===== src/rtl/pcie_phy_pkg.sv =====
// Shared PCIe PHY framing constants, rate encoding and small helpers used by
// the transmit framer.
package pcie_phy_pkg;

  localparam logic [7:0]  SDP            = 8'h5C;
  localparam logic [7:0]  STP            = 8'hFB;
  localparam logic [7:0]  ENDP           = 8'hFD;
  localparam logic [15:0] GEN3_SDP_TOKEN = 16'hACF0;

  localparam int TUSER_DLLP_BIT = 0;
  localparam int TUSER_TLP_BIT  = 1;

  typedef enum logic [1:0] {
    RATE_GEN1 = 2'd0,
    RATE_GEN2 = 2'd1,
    RATE_GEN3 = 2'd2
  } rate_speed_e;

  typedef enum logic [1:0] {
    ST_IDLE  = 2'd0,
    ST_DATA  = 2'd1,
    ST_FLUSH = 2'd2,
    ST_DROP  = 2'd3
  } framer_state_e;

  // Number of valid bytes in a contiguous-from-lane-0 keep mask.
  function automatic logic [2:0] keep_count(input logic [3:0] keep);
    casez (keep)
      4'b1???: keep_count = 3'd4;
      4'b01??: keep_count = 3'd3;
      4'b001?: keep_count = 3'd2;
      default: keep_count = 3'd1;
    endcase
  endfunction

endpackage


===== src/rtl/dllp_tx_framer.sv =====
// PCIe TX framer: prepends SDP/STP (Gen1/2) or the SDP token (Gen3), appends
// ENDP at Gen1/2, and packs byte-shifted 32-bit words into the PHY TX FIFO.
module dllp_tx_framer
  import pcie_phy_pkg::*;
#(
  parameter int DATA_WIDTH = 32,
  parameter int KEEP_WIDTH = DATA_WIDTH / 8,
  parameter int USER_WIDTH = 4
) (
  input  logic                  clk_i,
  input  logic                  rst_i,
  input  logic                  phy_link_up_i,
  input  rate_speed_e           curr_data_rate_i,
  input  logic [DATA_WIDTH-1:0] s_axis_tdata,
  input  logic [KEEP_WIDTH-1:0] s_axis_tkeep,
  input  logic                  s_axis_tvalid,
  input  logic                  s_axis_tlast,
  input  logic [USER_WIDTH-1:0] s_axis_tuser,
  output logic                  s_axis_tready,
  input  logic                  phy_fifo_full_i,
  output logic                  phy_fifo_wr_en_o,
  output logic [31:0]           data_o,
  output logic                  data_valid_o,
  output logic [3:0]            data_k_o,
  output logic [1:0]            sync_header_o,
  output logic                  frame_err_o
);

  // Handshake: a beat transfers on a rising clk_i edge where s_axis_tvalid and
  // s_axis_tready are both high; a word leaves on an edge where
  // phy_fifo_wr_en_o is high. Neither side may depend on the other's
  // acceptance to raise its valid.

  framer_state_e state, state_nxt;

  logic        gen3_q;
  logic [15:0] carry_q;
  logic [31:0] rem_q;
  logic [3:0]  rem_k_q;

  logic        ld, accept, link_drop, bad_sop, is_tlp_in;
  logic        frame_beat, emit, err_evt, gen3_cur, trailer, overflow;
  logic [3:0]  s_len, n_len, total;
  logic [15:0] lead;
  logic [1:0]  lead_k;
  logic [63:0] buf_d;
  logic [7:0]  buf_k;
  logic [31:0] emit_word;
  logic [3:0]  emit_k;
  logic        unused_tuser;

  assign unused_tuser = ^s_axis_tuser;

  assign ld               = !data_valid_o || !phy_fifo_full_i;
  assign phy_fifo_wr_en_o = data_valid_o && !phy_fifo_full_i;

  always_ff @(posedge clk_i or posedge rst_i) begin
    if (rst_i) state <= ST_IDLE;
    else       state <= state_nxt;
  end

  always_comb begin
    state_nxt = state;
    case (state)
      ST_IDLE: begin
        if (accept) begin
          if (bad_sop)           state_nxt = s_axis_tlast ? ST_IDLE : ST_DROP;
          else if (s_axis_tlast) state_nxt = overflow ? ST_FLUSH : ST_IDLE;
          else                   state_nxt = ST_DATA;
        end
      end
      ST_DATA: begin
        if (link_drop)                    state_nxt = (accept && s_axis_tlast) ? ST_IDLE : ST_DROP;
        else if (accept && s_axis_tlast)  state_nxt = overflow ? ST_FLUSH : ST_IDLE;
      end
      ST_FLUSH: if (ld) state_nxt = ST_IDLE;
      ST_DROP:  if (s_axis_tvalid && s_axis_tlast) state_nxt = ST_IDLE;
      default:  state_nxt = ST_IDLE;
    endcase
  end

  always_comb begin
    is_tlp_in = s_axis_tuser[TUSER_TLP_BIT] && !s_axis_tuser[TUSER_DLLP_BIT];
    bad_sop   = !phy_link_up_i
             || !(s_axis_tuser[TUSER_DLLP_BIT] || s_axis_tuser[TUSER_TLP_BIT])
             || (is_tlp_in && curr_data_rate_i == RATE_GEN3);
    link_drop = (state == ST_DATA) && !phy_link_up_i;

    s_axis_tready = !rst_i && ((state == ST_DROP) || link_drop
                    || (ld && (state == ST_IDLE || state == ST_DATA)));
    accept     = s_axis_tvalid && s_axis_tready;
    frame_beat = accept && (((state == ST_IDLE) && !bad_sop)
                            || ((state == ST_DATA) && phy_link_up_i));
    err_evt    = (accept && (state == ST_IDLE) && bad_sop) || link_drop;

    // Rate is sampled at SOP and held for the rest of the packet.
    gen3_cur = (state == ST_IDLE) ? (curr_data_rate_i == RATE_GEN3) : gen3_q;
    s_len    = gen3_cur ? 4'd2 : 4'd1;
    n_len    = s_axis_tlast ? {1'b0, keep_count(s_axis_tkeep)} : 4'd4;
    trailer  = s_axis_tlast && !gen3_cur;
    total    = s_len + n_len + {3'b000, trailer};
    overflow = s_axis_tlast && (total > 4'd4);

    if (state == ST_IDLE) begin
      lead   = gen3_cur ? GEN3_SDP_TOKEN : {8'h00, is_tlp_in ? STP : SDP};
      lead_k = gen3_cur ? 2'b00 : 2'b01;
    end else begin
      lead   = carry_q;
      lead_k = 2'b00;
    end

    // Eight-lane staging vector: lead bytes, then beat bytes, then ENDP.
    buf_d = '0;
    buf_k = '0;
    for (int i = 0; i < 8; i++) begin
      if (i < int'(s_len)) begin
        buf_d[8*i +: 8] = (i == 0) ? lead[7:0] : lead[15:8];
        buf_k[i]        = (i == 0) ? lead_k[0] : lead_k[1];
      end else if (i < int'(s_len) + int'(n_len)) begin
        buf_d[8*i +: 8] = s_axis_tdata[8*(i - int'(s_len)) +: 8];
      end else if (trailer && (i == int'(s_len) + int'(n_len))) begin
        buf_d[8*i +: 8] = ENDP;
        buf_k[i]        = 1'b1;
      end
    end

    emit      = frame_beat || (state == ST_FLUSH);
    emit_word = (state == ST_FLUSH) ? rem_q   : buf_d[31:0];
    emit_k    = (state == ST_FLUSH) ? rem_k_q : buf_k[3:0];
  end

  always_ff @(posedge clk_i or posedge rst_i) begin
    if (rst_i) begin
      gen3_q        <= 1'b0;
      carry_q       <= '0;
      rem_q         <= '0;
      rem_k_q       <= '0;
      frame_err_o   <= 1'b0;
      data_valid_o  <= 1'b0;
      data_o        <= '0;
      data_k_o      <= '0;
      sync_header_o <= '0;
    end else begin
      frame_err_o <= err_evt;
      if (frame_beat) begin
        if (state == ST_IDLE) gen3_q <= gen3_cur;
        carry_q <= gen3_cur ? buf_d[47:32] : {8'h00, buf_d[39:32]};
        if (overflow) begin
          rem_q   <= buf_d[63:32];
          rem_k_q <= buf_k[7:4];
        end
      end
      if (ld) begin
        data_valid_o <= emit;
        if (emit) begin
          data_o        <= emit_word;
          data_k_o      <= emit_k;
          sync_header_o <= gen3_cur ? 2'b01 : 2'b00;
        end
      end
    end
  end

endmodule


===== config.mk =====
export PLATFORM = sky130hd
export DESIGN_NAME = dllp_tx_framer
export DESIGN_NICKNAME = d
export VERILOG_FILES = /design/src/rtl/pcie_phy_pkg.sv /design/src/rtl/dllp_tx_framer.sv
export SDC_FILE = /design/constraint.sdc
export NUM_CORES = 1
export LEC_CHECK = 0
export CORE_MARGIN = 1
export CORE_UTILIZATION = 47
export CTS_BUF_LIST = sky130_fd_sc_hd__clkbuf_8 sky130_fd_sc_hd__clkbuf_16
export DETAILED_ROUTE_END_ITERATION = 8
export GPL_TIMING_DRIVEN = 0
export HOLD_SLACK_MARGIN = 0.03
export PLACE_DENSITY = 0.74
export SLEW_MARGIN = 20
export SYNTH_ARGS = -nofsm -noshare
export SYNTH_HDL_FRONTEND = slang
export SYNTH_SLANG_ARGS = --single-unit
export TNS_END_PERCENT = 50

===== constraint.sdc =====
create_clock -name clk_i -period 3.4 [get_ports clk_i]
set_clock_uncertainty 0.05 [all_clocks]
set_input_delay 0.34 -clock clk_i [delete_from_list [all_inputs] [get_ports clk_i]]
set_output_delay 0.34 -clock clk_i [all_outputs]
set_load 0.005 [all_outputs]

Yosys cells after proc, flatten, opt, wreduce, memory -nomap -nowiden

Cells that the tools add are included.

Magnitude comparators: 17
Add/subtract/negate cells: 11
Equal/unequal tests: 17
Shift operators: 8
Reductions and logical operators: 48
Mux-type cells: 72

Operators by type and width:

| kind                | count |
|---|---|
| $mux 8              | 25 |
| $lt 4x32->1 const A | 4 |
| $shiftx 32x6->8     | 4 |
| $shiftx 32x7->8     | 4 |
| $eq 4x32->1 const A | 3 |
| $eq 3x32->1 const A | 2 |
| $lt 3x32->1 const A | 2 |
| $mux 16             | 3 |
| $eq 2x32->1 const A | 1 |
| $logic_not 32->1    | 1 |
| $lt 1x32->1 const A | 1 |
| $lt 2x32->1 const A | 1 |
| $mux 32             | 1 |
| $mux 1              | 28 |
| $logic_and 1x1->1   | 24 |
| $mux 2              | 11 |
| $sub 3x2->4 const A | 4 |
| $lt 3x2->1 const A  | 4 |
| $logic_or 1x1->1    | 10 |
| $pmux 3 s3          | 1 |
| $add 2x3->4         | 2 |
| $logic_not 1->1     | 8 |
| $pmux 2 s4          | 1 |
| $eq 2x2->1 const B  | 3 |
| 16 further kinds    | 25 |

Bits in registers: 95
Logic and storage cells: 183
Input port bits: 48
Output and inout port bits: 42

Longest topological paths before layout

Gate-level depths: netlist of the first run.

Depth in word-level cells: 12
Depth in mapped cells: 15
Mapped depth without buffers: 10

Least setup slack after synthesis of the first run

OpenSTA, ideal clock, no wires.

Path type: reg-to-reg
Start point: reg state[1]
End point: reg rem_q[10]
Library setup time: 0.128 ns
Setup slack: 0.174 ns
Period minus slack after synthesis: 3.226 ns
Arrival: 3.049 ns
Cell stages (with the launch flop): 15
Path buffers: 5
Cells stage by stage: dfrtp_1 buf_6 o21a_4 nor2_4 buf_2 buf_2 ha_1 inv_1 fa_1 buf_2 xnor2_1 a21oi_1 buf_2 o21ai_0 mux2_1

Cells in the longest elaborated chain, start to end: 9
Elaborated cells on any way between the ends: 35
Those cells by class: add/sub: 4; order compare: 3; eq/ne: 3; shift: 1; mux: 7; reduce/logical: 17

RTL lines:

| element                                                             | line                  | RTL |
|---|---|---|
| start, declared                                                     | dllp_tx_framer.sv:34  | `framer_state_e state, state_nxt;` |
| start signal, assigned                                              | dllp_tx_framer.sv:59  | `else state <= state_nxt;` |
| parallel branches: the longest is 9 deep, another holds $lt 4x32->1 | -                     |  |
| end signal, assigned                                                | dllp_tx_framer.sv:149 | `rem_q <= buf_d[63:32];` |
| end, declared                                                       | dllp_tx_framer.sv:38  | `logic [31:0] rem_q;` |

Parallel ways; which one is timed is not known.
A chain may end at the register's enable or synchronous reset.

Final worst setup path of the first run

Start point: reg state[1]
End point: reg rem_q[5]

The elaborated chain is that of the path after synthesis.

==> impl_metrics.csv, run 1 <==
group,metric,value,unit
floorplan,die-area,0.00952,sq mm
synthesis,netlist_area,0.00429,sq mm
power_and_ir_drop,p_sw_share,40.2,%
clocking,h-tree-depth,3,
floorplan,initial_utilization,49.0,%
timing,hold_viol,0,
layout,fin_util,64.2,%
floorplan,die_w,97.6,um
layout,nets,589,
detailed_routing,drtIter0Drc,224,
worst_setup_path,path_delay_family,"adder cells",
floorplan,ioPinCount,90,
power_and_ir_drop,internal_power,2.88,mW
worst_setup_path,required,3.65,ns
layout,area_growth,31.1,%
floorplan,core,0.00876,sq mm
clocking,cts_tree,"yes",
grt,grt_pass1_wl,19.8,mm
grt,grt_max_degree,46,
synthesis,synth.distinct_cells,57,
layout,most-common-layout-cells,"85 x clkdlybuf4s50_1, 77 x dfrtp_1, 57 x nand2_1",
worst_setup_path,cp_slowest_cell,"fa_2",
detailed_routing,first_pass_iters,5,
power_and_ir_drop,combPwrFrac,54.9,%
worst_setup_path,cp_cell_sequence,"buf_6, o21a_4, nor2_4, buf_8, buf_6, ha_4, inv_1, fa_2, nand2b_1, or4b_1, clkbuf_4, o21ai_2, mux2_1",
grt,grt_pass1_vias,3819,
power_and_ir_drop,seqPwrFrac,31.8,%
timing,relSlewSlack,60.9,%
placement,hpwl,9.10,mm
floorplan,die_y,97.6,um
worst_setup_path,path_buf_inv,5,
detailed_routing,wl,12.2,mm
layout,final_common_cell,"clkdlybuf4s50_1",
power_and_ir_drop,powerDensity,855,mW/mm^2
power_and_ir_drop,switchingPower,1.93,mW
floorplan,num_rows,34,
run_status,status,"finished, final reports clean",
worst_setup_path,start_kind,"flip-flop",
synthesis,synthFlopType,"dfrtp_1",
synthesis,synthTopCellsByArea,"dfrtp_1 45%, mux2_1 5.5%, nand2_1 5.0%",
worst_setup_path,end_kind,"flip-flop",
timing,clock.fmax,303,MHz
worst_setup_path,r2r_start,"state[1]$_DFFE_PP0P_",
clocking,cts_root_buffer,"clkbuf_8",
grt,gr-usage-all-layers,26.8,%
clocking,cts_buffer_depth,2,
grt,overflow,0,
worst_setup_path,critical-path-max-stage-delay,0.64,ns
clocking,insertion_delay,0.36,ns
detailed_routing,via_count,3760,
synthesis,postSynthAreaPerCell,9.84,sq um
grt,grt_antenna_before_repair,0,
placement,gp_congestion,0.879,
synthesis,synth_nets,487,
worst_setup_path,cpMostUsedCell,"buf_6",
clocking,cts-buffers-inserted,9,
worst_setup_path,worst_r2r_endpoint,"rem_q[5]$_DFFE_PP0P_",
timing,timing.hold.ws,0.342,ns
timing,worstMarginPinSlew,0.587,ns
worst_setup_path,crit_fanout,11,
clocking,ctsHoldBuffers,0,
layout,drive_above_1_share,16.4,%
worst_setup_path,r2r_slack,0.10,ns
power_and_ir_drop,leakagePower,2.44,nW
worst_hold_path,hp-class,"primary input to asynchronous set/reset pin",
detailed_routing,wl_per_cell,18.8,um
worst_setup_path,worst-setup-path-type,"flip-flop to flip-flop",
timing,setup_violations,0,
clocking,clkTransAtPathRegs,0.08,ns
power_and_ir_drop,clockPowerShare,13.3,%
synthesis,synth_cells,436,
detailed_routing,viasPerCell,5.78,
timing,slew_viol_final,0,
power_and_ir_drop,vdd_ir_drop_max,0.372,mV
worst_setup_path,reg2regPathDepth,13,
detailed_routing,detail-route-antenna-nets,0,
clocking,cts.sinks,78,
synthesis,yosys.area.top_type_share,45.5,%
synthesis,synth-edff-count,0,
layout,antennaDiodeCount,0,
synthesis,yosysTopAreaCell,"dfrtp_1",
synthesis,yosysWarnings,0,
timing,min_period,3.30,ns
timing,finalCritPeriodShare,97.0,%
worst_setup_path,cp_data_arrival_time,3.55,ns
job,max_cap_violations,0,
detailed_routing,remaining_drc_errors,0,
placement,port_buffers,85,
synthesis,synth-seq-cells,78,
synthesis,ys_seq_area_share,45.5,%
synthesis,async_reset_ff_share,100,%
## cell type report
class	instances	area, sq um
Fill cell	726	3140
Tap cell	108	135
Clock inverter	6	38.8
Clock buffer	10	138
Timing Repair Buffer	92	923
Multi-Input combinational cell	318	2230
Inverter	10	40.0
Sequential cell	78	1950
Buffer	29	171
## layer usage
layer  wire (um)  GRT usage (%)  vias to the layer above
met3         526           3.60                       31
met4         390           12.3                        0
met5           0              0                        -
met1        5480           36.2                     1830
met2        5820           42.8                      129
li1            -              -                     1770
## cell usage after synthesis, drive strengths merged, types with 2 or more instances
| library cell | number |
|---|---|
| nand4 | 3 |
| o21a | 11 |
| a31oi | 5 |
| mux2i | 19 |
| nand2b | 7 |
| inv | 10 |
| o211ai | 9 |
| a21oi | 26 |
| o21ai | 38 |
| and2 | 2 |
| o22ai | 2 |
| nor2b | 7 |
| mux2 | 38 |
| o221ai | 4 |
| nand2 | 57 |
| ha | 2 |
| a21boi | 4 |
| nand3 | 6 |
| o22a | 7 |
| nor3 | 8 |
| dfrtp | 78 |
| a221o | 3 |
| nor2 | 32 |
| a211oi | 2 |
| buf | 22 |
| and3 | 3 |
| a311oi | 3 |
| clkbuf | 8 |
| o31ai | 3 |
## how the worst max path moves through the flow
stage	startpoint	to	slack, ns	cells after the start
after detailed placement	curr_data_rate_i[1]	rem_q[10]$_DFFE_PP0P_	-0.69	14
after floorplan	state[1]$_DFFE_PP0P_	rem_q[10]$_DFFE_PP0P_	0.17	14
after CTS	state[1]$_DFFE_PP0P_	data_o[14]$_DFFE_PP0P_	0.02	13
final	state[1]$_DFFE_PP0P_	rem_q[5]$_DFFE_PP0P_	0.10	13
after global placement	curr_data_rate_i[1]	data_o[16]$_DFFE_PP0P_	-0.62	14
after global routing	state[1]$_DFFE_PP0P_	carry_q[4]$_DFFE_PP0P_	-0.007	13
## worst register-to-register path, stage by stage (launching register included)
cell and delay (ns):
dfrtp_1 0.38, buf_6 0.14, o21a_4 0.22, nor2_4 0.16, buf_8 0.17, buf_6 0.17
ha_4 0.17, inv_1 0.06, fa_2 0.64, nand2b_1 0.13, or4b_1 0.47, clkbuf_4 0.21
o21ai_2 0.10, mux2_1 0.16
## metrics by stage
| step | TNS [ns] | power (mW) | cells | worst slack, ns | cell area, sq um |
|---|---|---|---|---|---|
| 5_1_grt | -0.0183 | 5.13 | 651 | -0.00719 | 5630 |
| 4_1_cts | 0 | 4.74 | 650 | 0.0153 | 5560 |
| 2_1_floorplan | 0 | 3.01 | 436 | 0.174 | 4290 |
| 3_5_place_dp | -29.37 | 3.99 | 630 | -0.689 | 5310 |
| 3_3_place_gp | -48.31 | 3.91 | 629 | -0.621 | 5280 |
| 6_report | 0 | 4.81 | 651 | 0.102 | 5630 |
## logic make-up after synthesis
kind of cell | count (synthesis) | synth area share [%]
mux | 57 | 14.4
flops | 78 | 45.5
xor+xnor | 1 | 0.204
compound gates | 124 | 19.8
fa+ha+maj | 3 | 1.05
other cells | 1 | 0.0874
simple gates | 132 | 14.5
buf+inv | 40 | 4.46
## flip-flops by register name, indices dropped and copies added (netlist names)
name	cells
data_valid_o	1
frame_err_o	1
data_k_o	4
carry_q	16
rem_q	16
rem_k_q	4
state	2
data_o	32
sync_header_o	1
gen3_q	1
## power by group through the flow
stage          registers [mW]  logic (mW)  clock network, mW
3_5_place_dp             1.55        2.44                  0
3_3_place_gp             1.53        2.38                  0
6_report                 1.53        2.64              0.640
4_1_cts                  1.53        2.55              0.651
5_1_grt                  1.57        2.86              0.698
2_1_floorplan            1.52        1.48                  0
## timing repair
action	CTS	global route
setup endpoints to repair	58	43
pin swaps	4	4
setup buffers	4	2
gates resized for setup	14	12
No activity file was read; power rests on OpenSTA's default activity.
==> run 2, diff against run 1 <==
Settings changed: SETUP_SLACK_MARGIN set to 0.1.
==> impl_metrics.csv, run 2 (synthesis results as in run 1) <==
group,metric,value,unit
timing,worstMarginPinSlew,0.598,ns
layout,most-common-layout-cells,"85 x clkdlybuf4s50_1, 77 x dfrtp_1, 57 x nand2_1",
placement,dp_cells,630,
layout,reg_top3,"data_o (32), carry_q (16), rem_q (16)",
layout,antennaDiodeCount,0,
clocking,cts-buffers-inserted,9,
detailed_routing,first_pass_iters,7,
timing,slew_viol_final,0,
detailed_routing,viasPerCell,5.82,
worst_setup_path,critical-path-max-stage-delay,0.64,ns
layout,regMostFlops,"data_o",
timing,clock.fmax,312,MHz
power_and_ir_drop,clockPowerShare,13.3,%
grt,gr-usage-all-layers,26.8,%
clocking,cts_root_buffer,"clkbuf_8",
layout,final_cell_count_no_fill,656,
layout,drive_above_1_share,17.2,%
floorplan,num_rows,34,
power_and_ir_drop,switchingPower,1.95,mW
detailed_routing,detail-route-antenna-nets,0,
clocking,insertion_delay,0.37,ns
grt,grt_antenna_before_repair,0,
timing,relSlewSlack,60.1,%
power_and_ir_drop,leakagePower,2.46,nW
worst_setup_path,end_kind,"flip-flop",
grt,grt_max_degree,46,
power_and_ir_drop,p_sw_share,40.1,%
clocking,cts_tree,"yes",
grt,grt_pass1_vias,3833,
clocking,cts.sinks,78,
timing,finalCritPeriodShare,94.4,%
power_and_ir_drop,seqPwrFrac,31.4,%
timing,rsz0062_at_grt,"true",
floorplan,ioPinCount,90,
detailed_routing,remaining_drc_errors,0,
grt,grt_pass1_wl,19.8,mm
layout,largest_register_ffs,32,
run_status,status,"finished, final reports clean",
power_and_ir_drop,powerDensity,858,mW/mm^2
job,max_cap_violations,0,
grt,overflow,0,
worst_setup_path,start_kind,"flip-flop",
worst_setup_path,path_delay_family,"compound AO/OA/AOI/OAI gates",
detailed_routing,wl,12.3,mm
worst_setup_path,cpMostUsedCell,"buf_8",
placement,port_buffers,85,
power_and_ir_drop,vdd_ir_drop_max,0.374,mV
placement,hpwl,9.10,mm
layout,area_growth,32.3,%
placement,gp_congestion,0.879,
timing,hold_viol,0,
worst_setup_path,path_buf_inv,5,
worst_setup_path,crit_fanout,11,
clocking,h-tree-depth,3,
worst_setup_path,cp_data_arrival_time,3.42,ns
detailed_routing,drtIter0Drc,214,
floorplan,die_y,97.6,um
timing,min_period,3.21,ns
power_and_ir_drop,combPwrFrac,55.3,%
worst_hold_path,hp-class,"primary input to asynchronous set/reset pin",
detailed_routing,via_count,3821,
layout,fin_util,64.8,%
layout,nets,594,
detailed_routing,wl_per_cell,18.8,um
worst_setup_path,cp_cell_sequence,"buf_6, o21a_4, nor2_4, buf_8, buf_8, ha_4, inv_1, fa_2, nand3_2, inv_2, a31oi_1, a221o_1, a311oi_1",
worst_setup_path,worst-setup-path-type,"flip-flop to flip-flop",
power_and_ir_drop,internal_power,2.92,mW
clocking,cts_buffer_depth,2,
worst_setup_path,cp_slowest_cell,"fa_2",
floorplan,die_w,97.6,um
clocking,clkTransAtPathRegs,0.08,ns
floorplan,core,0.00876,sq mm
layout,final_common_cell,"clkdlybuf4s50_1",
timing,setup_violations,0,
floorplan,initial_utilization,49.0,%
floorplan,die-area,0.00952,sq mm
worst_setup_path,required,3.61,ns
-- run 2: per-layer routing --
metal	GRT usage [%]	part of all wire (%)	vias to the layer above
met4	12.4	3.0	0
met1	35.8	45	1876
met2	42.9	48	137
li1	-	-	1782
met5	0	0	-
met3	3.88	4.3	26
-- run 2: final cells by class --
cell class	count	area, sq um
buffer	30	183
clock buffer	10	138
clock inverter	6	38.8
fill	725	3090
inverter	10	40.0
multi-input combinational	318	2240
sequential	78	1950
tap	108	135
timing repair buffer	96	953
-- run 2: path summary, 6_finish.rpt --
| kind | from | to | slack [ns] | cells past startpoint |
|---|---|---|---|---|
| max in group asynchronous | rst_i | carry_q[15]$_DFFE_PP0P_ | 2.38 | 3 |
| worst min-delay path | rst_i | frame_err_o$_DFF_PP0_ | 0.34 | 2 |
| worst max-delay path | state[1]$_DFFE_PP0P_ | data_o[12]$_DFFE_PP0P_ | 0.19 | 13 |
| min in group clk_i | data_k_o[0]$_DFFE_PP0P_ | data_k_o[0]$_DFFE_PP0P_ | 0.43 | 2 |
| worst min register to register | data_k_o[0]$_DFFE_PP0P_ | data_k_o[0]$_DFFE_PP0P_ | 0.43 | 2 |
| worst max register to register | state[1]$_DFFE_PP0P_ | data_o[12]$_DFFE_PP0P_ | 0.19 | 13 |
-- run 2: power by group through the flow --
stage	sequential (mW)	combinational, mW	clock [mW]
floorplan	1.52	1.48	0
global placement	1.53	2.38	0
detailed placement	1.55	2.44	0
CTS	1.53	2.57	0.651
global route	1.58	2.91	0.694
finish	1.53	2.69	0.645
-- run 2: what timing repair did --
action,4_1_cts,5_1_grt
gates resized for setup,17,14
setup endpoints to repair,61,56
setup buffers,4,6
pin swaps,5,4
hold buffers,0,0
-- run 2: metrics by stage --
| stage | hold slack [ns] | area (sq um) | setup TNS (ns) | setup slack, ns | power, mW |
|---|---|---|---|---|---|
| 2_1_floorplan | 0.402 | 4290 | 0 | 0.174 | 3.01 |
| 3_3_place_gp | 0.412 | 5280 | -48.31 | -0.621 | 3.91 |
| 3_5_place_dp | 0.420 | 5310 | -29.37 | -0.689 | 3.99 |
| 4_1_cts | 0.353 | 5570 | 0 | 0.0787 | 4.75 |
| 5_1_grt | 0.397 | 5680 | 0 | 0.0763 | 5.18 |
| 6_report | 0.341 | 5680 | 0 | 0.191 | 4.87 |
-- run 2: worst register-to-register path, delay by kind of cell (launching register included) --
family	cells	cell delay, ns
buf+inv	5	0.56
fa+ha+maj	2	0.81
flops	1	0.38
simple gates	2	0.30
compound gates	4	1.00
==> run 3, diff against run 2 <==
--- a/config.mk
+++ b/config.mk
@@ -6,7 +6,5 @@
 export NUM_CORES = 1
 export LEC_CHECK = 0
-export CORE_MARGIN = 1
 export CORE_UTILIZATION = 47
-export CTS_BUF_LIST = sky130_fd_sc_hd__clkbuf_8 sky130_fd_sc_hd__clkbuf_16
 export DETAILED_ROUTE_END_ITERATION = 8
 export GPL_TIMING_DRIVEN = 0
--- a/constraint.sdc
+++ b/constraint.sdc
@@ -3,3 +3,3 @@
 set_input_delay 0.34 -clock clk_i [delete_from_list [all_inputs] [get_ports clk_i]]
 set_output_delay 0.34 -clock clk_i [all_outputs]
-set_load 0.005 [all_outputs]
+set_load 0.05 [all_outputs]
==> impl_metrics.csv, run 3 (synthesis results as in run 1) <==
group,metric,value,unit
run_status,status,"finished, final reports clean",
worst_setup_path,end_kind,"flip-flop",
worst_setup_path,required,3.61,ns
clocking,cts_buffer_depth,2,
layout,nets,594,
grt,overflow,0,
timing,rsz0062_at_grt,"true",
timing,hold_viol,0,
clocking,h-tree-depth,3,
detailed_routing,wl_per_cell,18.8,um
placement,hpwl,9.10,mm
timing,setup_violations,0,
timing,relSlewSlack,60.0,%
layout,largest_register_ffs,32,
clocking,clkTransAtPathRegs,0.08,ns
detailed_routing,detail-route-antenna-nets,0,
worst_setup_path,r2r_slack,0.19,ns
detailed_routing,first_pass_iters,5,
detailed_routing,drtIter0Drc,214,
placement,pre_cts_slack,-0.689,ns
power_and_ir_drop,vdd_ir_drop_max,0.651,mV
worst_setup_path,cp_data_arrival_time,3.42,ns
job,max_cap_violations,0,
layout,final_common_cell,"clkdlybuf4s50_1",
worst_hold_path,hp-class,"primary input to asynchronous set/reset pin",
power_and_ir_drop,powerDensity,993,mW/mm^2
floorplan,die_y,97.6,um
layout,most-common-layout-cells,"85 x clkdlybuf4s50_1, 77 x dfrtp_1, 57 x nand2_1",
worst_setup_path,r2r_start,"state[1]$_DFFE_PP0P_",
clocking,cts_tree,"yes",
floorplan,die_w,97.6,um
timing,slew_viol_final,0,
floorplan,num_rows,34,
floorplan,initial_utilization,49.0,%
detailed_routing,via_count,3819,
clocking,cts-buffers-inserted,9,
clocking,cts.sinks,78,
timing,timing.hold.ws,0.341,ns
layout,antennaDiodeCount,0,
power_and_ir_drop,leakagePower,2.46,nW
detailed_routing,remaining_drc_errors,0,
worst_setup_path,start_kind,"flip-flop",
worst_setup_path,reg2regPathDepth,13,
floorplan,core,0.00876,sq mm
grt,grt_max_degree,46,
worst_setup_path,worst_r2r_endpoint,"data_o[12]$_DFFE_PP0P_",
layout,fin_util,64.8,%
timing,clock.fmax,312,MHz
placement,port_buffers,85,
clocking,cts_root_buffer,"clkbuf_8",
detailed_routing,wl,12.3,mm
grt,grt_pass1_wl,19.8,mm
worst_setup_path,crit_fanout,11,
layout,area_growth,32.3,%
grt,grt_antenna_before_repair,0,
placement,gp_congestion,0.879,
detailed_routing,viasPerCell,5.82,
layout,reg_top3,"data_o (32), carry_q (16), rem_q (16)",
layout,drive_above_1_share,17.2,%
timing,finalCritPeriodShare,94.4,%
power_and_ir_drop,total_power,5.63,mW
grt,grt_pass1_vias,3833,
timing,fin_ws,0.191,ns
timing,worstMarginPinSlew,0.601,ns
worst_setup_path,worst-setup-path-type,"flip-flop to flip-flop",
layout,regMostFlops,"data_o",
grt,gr-usage-all-layers,26.8,%
floorplan,die-area,0.00952,sq mm
clocking,insertion_delay,0.37,ns
layout,final_cell_count_no_fill,656,
placement,dp_cells,630,
floorplan,ioPinCount,90,
timing,min_period,3.21,ns
run 3: cell count changes in the layout (fill, tap and decap cells not counted):
| cell | before | now |
|---|---|---|
| clkbuf_1 | 7 | 8 |
| inv_1 | 8 | 7 |
run 3: area by class of cell:
| class | count | area, sq um |
|---|---|---|
| fillers | 725 | 3090 |
| clock inverters | 5 | 35.0 |
| plain buffers | 30 | 183 |
| well taps | 108 | 135 |
| inverters | 10 | 40.0 |
| flip-flops and latches | 78 | 1950 |
| multi-input cells | 318 | 2240 |
| repair buffers | 96 | 953 |
| clock buffers | 11 | 141 |
run 3: critical path, stage by stage (launching register included):
cell      delay (ns)
dfrtp_1         0.38
buf_6           0.14
o21a_4          0.23
nor2_4          0.16
buf_8           0.12
buf_8           0.14
ha_4            0.17
inv_1           0.06
fa_2            0.64
nand3_2         0.14
inv_2           0.10
a31oi_1         0.13
a221o_1         0.38
a311oi_1        0.26
run 3: repair_timing:
item | 4_1_cts | 5_1_grt
hold buffers | 0 | 0
pin swaps | 5 | 4
buffers inserted | 4 | 6
setup endpoints to repair | 61 | 56
gates resized for setup | 17 | 14
run 3: how the worst max path moves through the flow:
| stage | start | end | slack (ns) | cells past startpoint |
|---|---|---|---|---|
| finish | state[1]$_DFFE_PP0P_ | data_o[12]$_DFFE_PP0P_ | 0.19 | 13 |
| global route | state[1]$_DFFE_PP0P_ | data_o[26]$_DFFE_PP0P_ | 0.08 | 14 |
| CTS | state[1]$_DFFE_PP0P_ | data_o[26]$_DFFE_PP0P_ | 0.08 | 14 |
| detailed placement | curr_data_rate_i[1] | rem_q[10]$_DFFE_PP0P_ | -0.69 | 14 |
| global placement | curr_data_rate_i[1] | data_o[16]$_DFFE_PP0P_ | -0.62 | 14 |
| floorplan | state[1]$_DFFE_PP0P_ | rem_q[10]$_DFFE_PP0P_ | 0.17 | 14 |
run 3: power by group:
part | leakage (nW) | internal [mW] | total, mW | switching [mW]
clock | 0.0893 | 0.285 | 0.647 | 0.361
sequential | 0.974 | 1.32 | 1.53 | 0.215
combinational | 1.40 | 1.32 | 3.46 | 2.13
total | 2.46 | 2.92 | 5.63 | 2.71
run 3: stage by stage:
stage / instance area, sq um / setup TNS, ns
after global routing: 5680 / 0
after floorplan: 4290 / 0
after detailed placement: 5310 / -29.37
after CTS: 5570 / 0
final: 5680 / 0
after global placement: 5280 / -48.31
run 3: per-layer routing:
layer / part of all wire (%) / track usage [%]
met5: 0 / 0
met4: 3.1 / 12.4
met3: 4.2 / 3.88
met2: 48 / 42.9
met1: 45 / 35.8
